===== src/rtl/smooth_filter_ctrl.sv =====
`default_nettype none
// ============================================================================
// Module   : smooth_filter_ctrl
// Brief    : Sample-tick generator, window-fill FSM and capture handshake for a
//            shared smoothing filter. Optional macro SMOOTH_CTRL_OVERRUN_EN adds
//            a sticky overrun output.
// Revision : 1.0 - initial release
// ============================================================================
module smooth_filter_ctrl #(
    parameter int TICK_DIV = 250000,
    parameter int FLT_LAT  = 1
) (
    input  logic        clk,
    input  logic        reset,
    input  logic [1:0]  sw_req,
    input  logic [15:0] flt_out,
    input  logic        ds_ready,
    output logic [1:0]  sw_out,
    output logic        en,
    output logic [18:0] count,
    output logic [15:0] data_out,
    output logic        data_valid,
    output logic        filling
`ifdef SMOOTH_CTRL_OVERRUN_EN
    ,
    output logic        overrun
`endif
);

    localparam logic [18:0] c_tick_max = 19'(TICK_DIV - 1);

    typedef enum logic {
        FILL = 1'b0,
        RUN  = 1'b1
    } state_t;

    state_t               state_q;
    logic [18:0]          count_q;
    logic [18:0]          count_d;
    logic                 en_q;
    logic [1:0]           sync1_q;
    logic [1:0]           sync2_q;
    logic [1:0]           sw_out_q;
    logic [4:0]           fill_q;
    logic [15:0]          data_out_q;
    logic                 data_valid_q;
    logic [FLT_LAT-1:0]   dlv_q;
    logic [FLT_LAT-1:0]   dlv_d;
`ifdef SMOOTH_CTRL_OVERRUN_EN
    logic                 overrun_q;
`endif

    logic                 w_mode_chg;
    logic [4:0]           w_win;
    logic [4:0]           w_fill_inc;
    logic                 w_tag;
    logic                 w_cap;

    always_comb begin
        count_d    = (count_q == c_tick_max) ? 19'd0 : count_q + 19'd1;
        w_mode_chg = (sync2_q != sw_out_q);
        w_win      = 5'd2 << sw_out_q;
        w_fill_inc = fill_q + 5'd1;
        // An en coinciding with a mode change is issued but never delivered.
        w_tag      = en_q && !w_mode_chg &&
                     ((state_q == RUN) || (w_fill_inc == w_win));
        dlv_d      = '0;
        dlv_d[0]   = w_tag;
        for (int i = 1; i < FLT_LAT; i++) begin
            dlv_d[i] = dlv_q[i-1];
        end
        if (w_mode_chg) begin
            dlv_d = '0;
        end
        w_cap      = dlv_q[FLT_LAT-1] && !w_mode_chg;
    end

    always_ff @(posedge clk or negedge reset) begin
        if (!reset) begin
            count_q      <= '0;
            en_q         <= 1'b0;
            sync1_q      <= '0;
            sync2_q      <= '0;
            sw_out_q     <= '0;
            fill_q       <= '0;
            state_q      <= FILL;
            data_out_q   <= '0;
            data_valid_q <= 1'b0;
            dlv_q        <= '0;
`ifdef SMOOTH_CTRL_OVERRUN_EN
            overrun_q    <= 1'b0;
`endif
        end else begin
            count_q <= count_d;
            en_q    <= (count_d == c_tick_max);
            sync1_q <= sw_req;
            sync2_q <= sync1_q;
            dlv_q   <= dlv_d;
            if (w_mode_chg) begin
                sw_out_q     <= sync2_q;
                fill_q       <= '0;
                state_q      <= FILL;
                data_valid_q <= 1'b0;
            end else begin
                if (en_q && (state_q == FILL)) begin
                    fill_q <= w_fill_inc;
                    if (w_fill_inc == w_win) begin
                        state_q <= RUN;
                    end
                end
                // A new capture beats a same-edge handshake and overwrites unread data.
                if (w_cap) begin
                    data_out_q   <= flt_out;
                    data_valid_q <= 1'b1;
`ifdef SMOOTH_CTRL_OVERRUN_EN
                    if (data_valid_q && !ds_ready) begin
                        overrun_q <= 1'b1;
                    end
`endif
                end else if (data_valid_q && ds_ready) begin
                    data_valid_q <= 1'b0;
                end
            end
        end
    end

    assign count      = count_q;
    assign en         = en_q;
    assign sw_out     = sw_out_q;
    assign data_out   = data_out_q;
    assign data_valid = data_valid_q;
    assign filling    = (state_q == FILL);
`ifdef SMOOTH_CTRL_OVERRUN_EN
    assign overrun    = overrun_q;
`endif

endmodule
`default_nettype wire


===== config.mk =====
export PLATFORM = sky130hd
export DESIGN_NAME = smooth_filter_ctrl
export DESIGN_NICKNAME = d
export VERILOG_FILES = /design/src/rtl/smooth_filter_ctrl.sv
export SDC_FILE = /design/constraint.sdc
export NUM_CORES = 1
export LEC_CHECK = 0
export BUFFER_PORTS_ARGS = -buffer_cell sky130_fd_sc_hd__buf_2
export CELL_PAD_IN_SITES_DETAIL_PLACEMENT = 2
export CELL_PAD_IN_SITES_GLOBAL_PLACEMENT = 2
export CORE_MARGIN = 2
export CORE_UTILIZATION = 35
export CTS_BUF_LIST = sky130_fd_sc_hd__clkbuf_8
export DETAILED_ROUTE_END_ITERATION = 10
export PLACE_DENSITY = 0.84
export SLEW_MARGIN = 0
export SYNTH_ARGS = -nofsm -noshare
export SYNTH_HDL_FRONTEND = slang
export SYNTH_SLANG_ARGS = --single-unit

===== constraint.sdc =====
create_clock -name clk -period 3.33 [get_ports clk]
set_input_delay 0.333 -clock clk [delete_from_list [all_inputs] [get_ports clk]]
set_output_delay 0.333 -clock clk [all_outputs]
set_load 0.03 [all_outputs]

Yosys cells after proc, flatten, opt, wreduce, memory -nomap -nowiden
Cells that the tools add are included.

operators by class
  $add $sub $neg = 2
  eq/ne operators = 4
  shift operators = 1
  multiplexer cells = 10
  bitwise gates (word level) = 2
  reduce and logical (&&, ||, !) cells = 12

operator list
  cell                                                    number
  equality test 19 x 18 -> 1 bit (second input constant)  2
  adder 19 x 1 -> 19 bit (second input constant)          1
  two-way mux 19 bit                                      1
  two-way mux 5 bit                                       2
  two-way mux 1 bit                                       7
  adder 5 x 1 -> 5 bit (second input constant)            1
  equality test 5 bit                                     1
  logical AND 1 bit                                       5
  left shift 2 x 2 -> 5 bit (first input constant)        1
  AND reduction 2 bit                                     2
  nonzero test 2 bit                                      2
  nonzero test 3 bit                                      1
  != test 2 bit                                           1
  NOT 1 bit                                               2
  zero test 1 bit                                         1
  logical OR 1 bit                                        1

storage, ports and cells
  bits in registers = 50
  output and inout bits = 40
  word-level logic and storage cells = 41

Depth between registers and ports, before layout
  depth after elaboration = 5
  gate-level depth with buffers = 7
  gate-level depth less buffers = 7

Worst setup path before layout
Ideal clock, no wire load.

  path type = register -> register
  start = register count_q[0], in the netlist count[0]
  end = register en_q, in the netlist en
  setup time = 0.095 ns
  arrival time = 1.822 ns
  setup slack = 1.413 ns
  cell stages (with the launch flop) = 8
  period minus slack after synthesis = 1.917 ns
  path through = dfrtp_1 ha_1 and4_2 nand4_1 nor2_1 xnor2_1 a31oi_1 nor4b_2

on the way
  cells in the longest elaborated chain, start to end = 3

ends and longest elaborated chain
  element                                                                          RTL line  RTL
  from (decl)                                                                      38        logic [18:0] count_q;
  from (signal assigned)                                                           94        count_q <= count_d;
  adder 19 x 1 -> 19 bit / equality test 19 x 18 -> 1 bit (equally long branches)  60        count_d = (count_q == c_tick_max) ? 19'd0 : count_q + 19'd1;
  two-way mux 19 bit *                                                             60
  equality test 19 x 18 -> 1 bit *                                                 95        en_q <= (count_d == c_tick_max);
  to (signal assigned)                                                             95
  to (decl)                                                                        40        logic en_q;

Every way passes the cells marked *; elsewhere a longest branch is shown, timed or not.
A chain may end at the register's enable or synchronous reset.

Final worst setup path
Same ends and word-level chain as after synthesis.

==> results.py <==
metrics = {
    "status": {
        "outcome": "completed",
    },
    "floorplanning": {
        "dieHeight_um": 87.5,
        "start_util": 0.361,
        "ios": 61,
        "core_area_um2": 6760,
        "die_area_um2": 7650,
        "rows": 30,
        "fp.dieW_um": 87.5,
    },
    "setup_path": {
        "cp.arrival_ns": 2.31,
        "crit_path_top_delay_cell": "dfrtp_1",
        "critPathMaxFanout": 7,
        "worstPathRequired_ns": 3.55,
        "reg2reg_slack_ns": 1.24,
        "critPathKind": "flip-flop to flip-flop",
        "end_kind": "flip-flop",
        "start_kind": "flip-flop",
        "worstPathCellList": "ha_1, and4_2, nand4_1, nor2_1, xnor2_1, a31oi_1, nor4b_2",
        "slowest_delay_ns": 0.47,
    },
    "clock_network": {
        "post_cts_buffers": 0,
        "cts_htree_levels": 2,
        "cts.sinks": 50,
        "clkTransAtPathRegs_ns": 0.09,
        "cts-root-buf": "clkbuf_8",
        "cts_hold_buf": 0,
        "clkLatencyLatePin_ns": 0.30,
        "clockBufferDepth": 2,
        "cts_buffers": 5,
        "cts_resized": 0,
        "cts_tree": "built",
    },
    "global_route": {
        "grt_pass1_vias": 2066,
        "grt.total_usage": 0.177,
        "use_met2": 0.322,
        "gr-max-usage-layer": "met2",
        "antenna_found_initial": 0,
        "grtUsageMet1": 0.210,
        "grt_max_degree": 31,
        "grt_use_met3": 0.0360,
        "grt_pass1_wl_um": 10400,
        "grt_overflow": 0,
    },
    "power": {
        "worst_ir_drop_vdd_v": 0.000183,
        "p_int_w": 0.000968,
        "p_clk_frac": 0.427,
        "p_leak_nw": 1.34,
        "switching_share": 0.216,
        "p_comb_frac": 0.064,
        "switchingPower_w": 0.000266,
        "sequentialPowerShare": 0.509,
        "cellPowerDensity_nw_per_um2": 422,
    },
    "synthesis": {
        "syn_nets": 237,
        "yosysTopAreaCellShare": 0.513,
        "ys_warn_count": 0,
        "syn-instance-count": 214,
        "yosys-top-cells-area": "dfrtp_1, mux2_2, xnor2_1",
        "yosys.area.top_type": "dfrtp_1",
        "syn_area_per_cell_um2": 11.4,
        "ys_seq_area_frac": 0.513,
        "synth_area_um2": 2440,
        "ys_types": 41,
        "yosys-top-cells-count": "dfrtp_1, nor2_1, mux2_2",
        "synth_edf_count": 0,
        "ys_async_sr_fraction": 1.00,
        "synth.most_common_cell": "dfrtp_1",
        "ys_dominant_reg_cell": "dfrtp_1",
        "yosys_register_bits": 50,
    },
    "routing": {
        "avgRoutedWirePerCell_um": 18.2,
        "ant_nets": 0,
        "drtIter0Drc": 46,
        "num_vias": 1881,
        "first_pass_iters": 4,
        "drc": 0,
        "drt-total-wl_um": 6460,
        "viasPerCell": 5.31,
    },
    "final_layout": {
        "fill_cells": 738,
        "antenna_cells": 0,
        "syn2layout_area_growth_pct": 19.8,
        "drive_above_1_share": 0.350,
        "final_cell_area_um2": 2920,
        "final_util": 0.432,
        "layout.nets": 296,
        "final_cells": 354,
    },
    "placed_design": {
        "place_area_um2": 2780,
        "port_buffers": 60,
        "place_congestion": 0.786,
        "dp_hpwl_um": 4820,
        "dp_cells": 346,
    },
    "timing": {
        "fin_crit_sh": 0.628,
        "rsz0062_at_grt": "no",
        "finalSetupTns_ns": 0,
        "max_freq_mhz": 478,
        "hold_violations": 0,
        "whs_ns": 0.0555,
        "relSlewSlack": 0.541,
        "setup_viol_count_final": 0,
        "clock_skew_ns": 0.00432,
        "slew_viol_final": 0,
        "min_period_ns": 2.09,
        "worstMarginPinSlew_ns": 0.683,
    },
    "worst_hold_path": {
        "min_path_type": "primary input to async pin",
    },
    "run": {
        "max-cap-violations": 0,
    },
}
[worst paths after layout]
| path | from | to | cells after the start |
|---|---|---|---|
| worst max-delay path | count[0] | en | 7 |
| max in group asynchronous | reset | sw_out[1] | 2 |
| worst min register to register | sync1_q[1] | sync2_q[1] | 0 |
| worst max register to register | count[0] | en | 7 |
| min in group clk | sw_req[0] | sync1_q[0] | 1 |
| worst min-delay path | reset | data_out[1] | 1 |
[logic make-up after synthesis]
kind of cell,after synthesis,synth area share
and+or+nand+nor,84,0.213
DFF,50,0.513
xor gates and xnor gates,25,0.0898
AOI/OAI and AO/OA,20,0.0493
muxes,20,0.0903
buffers and inverters,13,0.0344
adders and majority gates,2,0.0103
[registers in the layout, indices dropped and copies added (netlist names)]
register    flops
fill_q          5
sw_out          2
en              1
data_out       16
sync1_q         2
sync2_q         2
data_valid      1
dlv_q           1
state_q         1
count          19
[worst max-delay path: cells and delay by family, from the launching register on]
kind,cells,cell delay (ns)
AND/OR/NAND/NOR,4,1.00
flip-flops,1,0.47
adder cells (fa/ha/maj),1,0.27
XOR/XNOR,1,0.15
AO/OA/AOI/OAI,1,0.11
[per-stage QoR]
stage               power (W)  setup slack, ns
detailed placement   0.000721             1.28
finish                0.00123             1.24
global route          0.00127             1.10
floorplan            0.000679             1.41
CTS                   0.00124             1.21
global placement     0.000717             1.36
[cell usage in the layout, fill, tap and decap left out, types with 2 or more instances in the layout]
master / Yosys / final
and2_1: 3 / 3
xnor2_1: 14 / 14
o21ai_0: 6 / 6
nor4_2: 2 / 2
nand2_1: 10 / 10
bufinv_16: 0 / 2
o211ai_1: 3 / 3
dfrtp_1: 50 / 50
ha_1: 2 / 2
nand3_1: 12 / 12
a21oi_1: 6 / 6
clkbuf_8: 0 / 6
mux2_2: 16 / 16
buf_2: 1 / 60
and4_2: 2 / 2
nor3_1: 3 / 3
nand2b_1: 3 / 3
xor2_1: 11 / 11
inv_1: 4 / 4
nand4_1: 9 / 9
a31oi_1: 2 / 2
mux2i_1: 4 / 4
nor2b_1: 3 / 3
nor2_1: 21 / 21
or3_1: 3 / 3
nand4_4: 2 / 2
[power by group through the flow]
stage / combinational, W / sequential [W] / clock [W]
after CTS: 0.0000814 / 0.000629 / 0.000534
after detailed placement: 0.0000806 / 0.000641 / 0
after floorplan: 0.0000166 / 0.000662 / 0
final: 0.0000786 / 0.000628 / 0.000527
after global routing: 0.0000864 / 0.000630 / 0.000556
after global placement: 0.0000774 / 0.000640 / 0
[routing by layer]
| layer | wire length [um] | up-vias |
|---|---|---|
| met5 | 0 | - |
| met4 | 79 | 0 |
| met3 | 224 | 11 |
| met2 | 3450 | 41 |
| met1 | 2710 | 960 |
| li1 | - | 869 |
[layout make-up]
cell class	count	area, um^2	area share
clock inverter	2	60.1	0.0206
inverter	4	15.0	0.00514
multi-input combinational	151	1100	0.378
clock buffer	6	82.6	0.0283
timing repair buffer	61	308	0.105
tap	80	100	0.0343
sequential	50	1250	0.428
(Power assumes the default switching activity.)
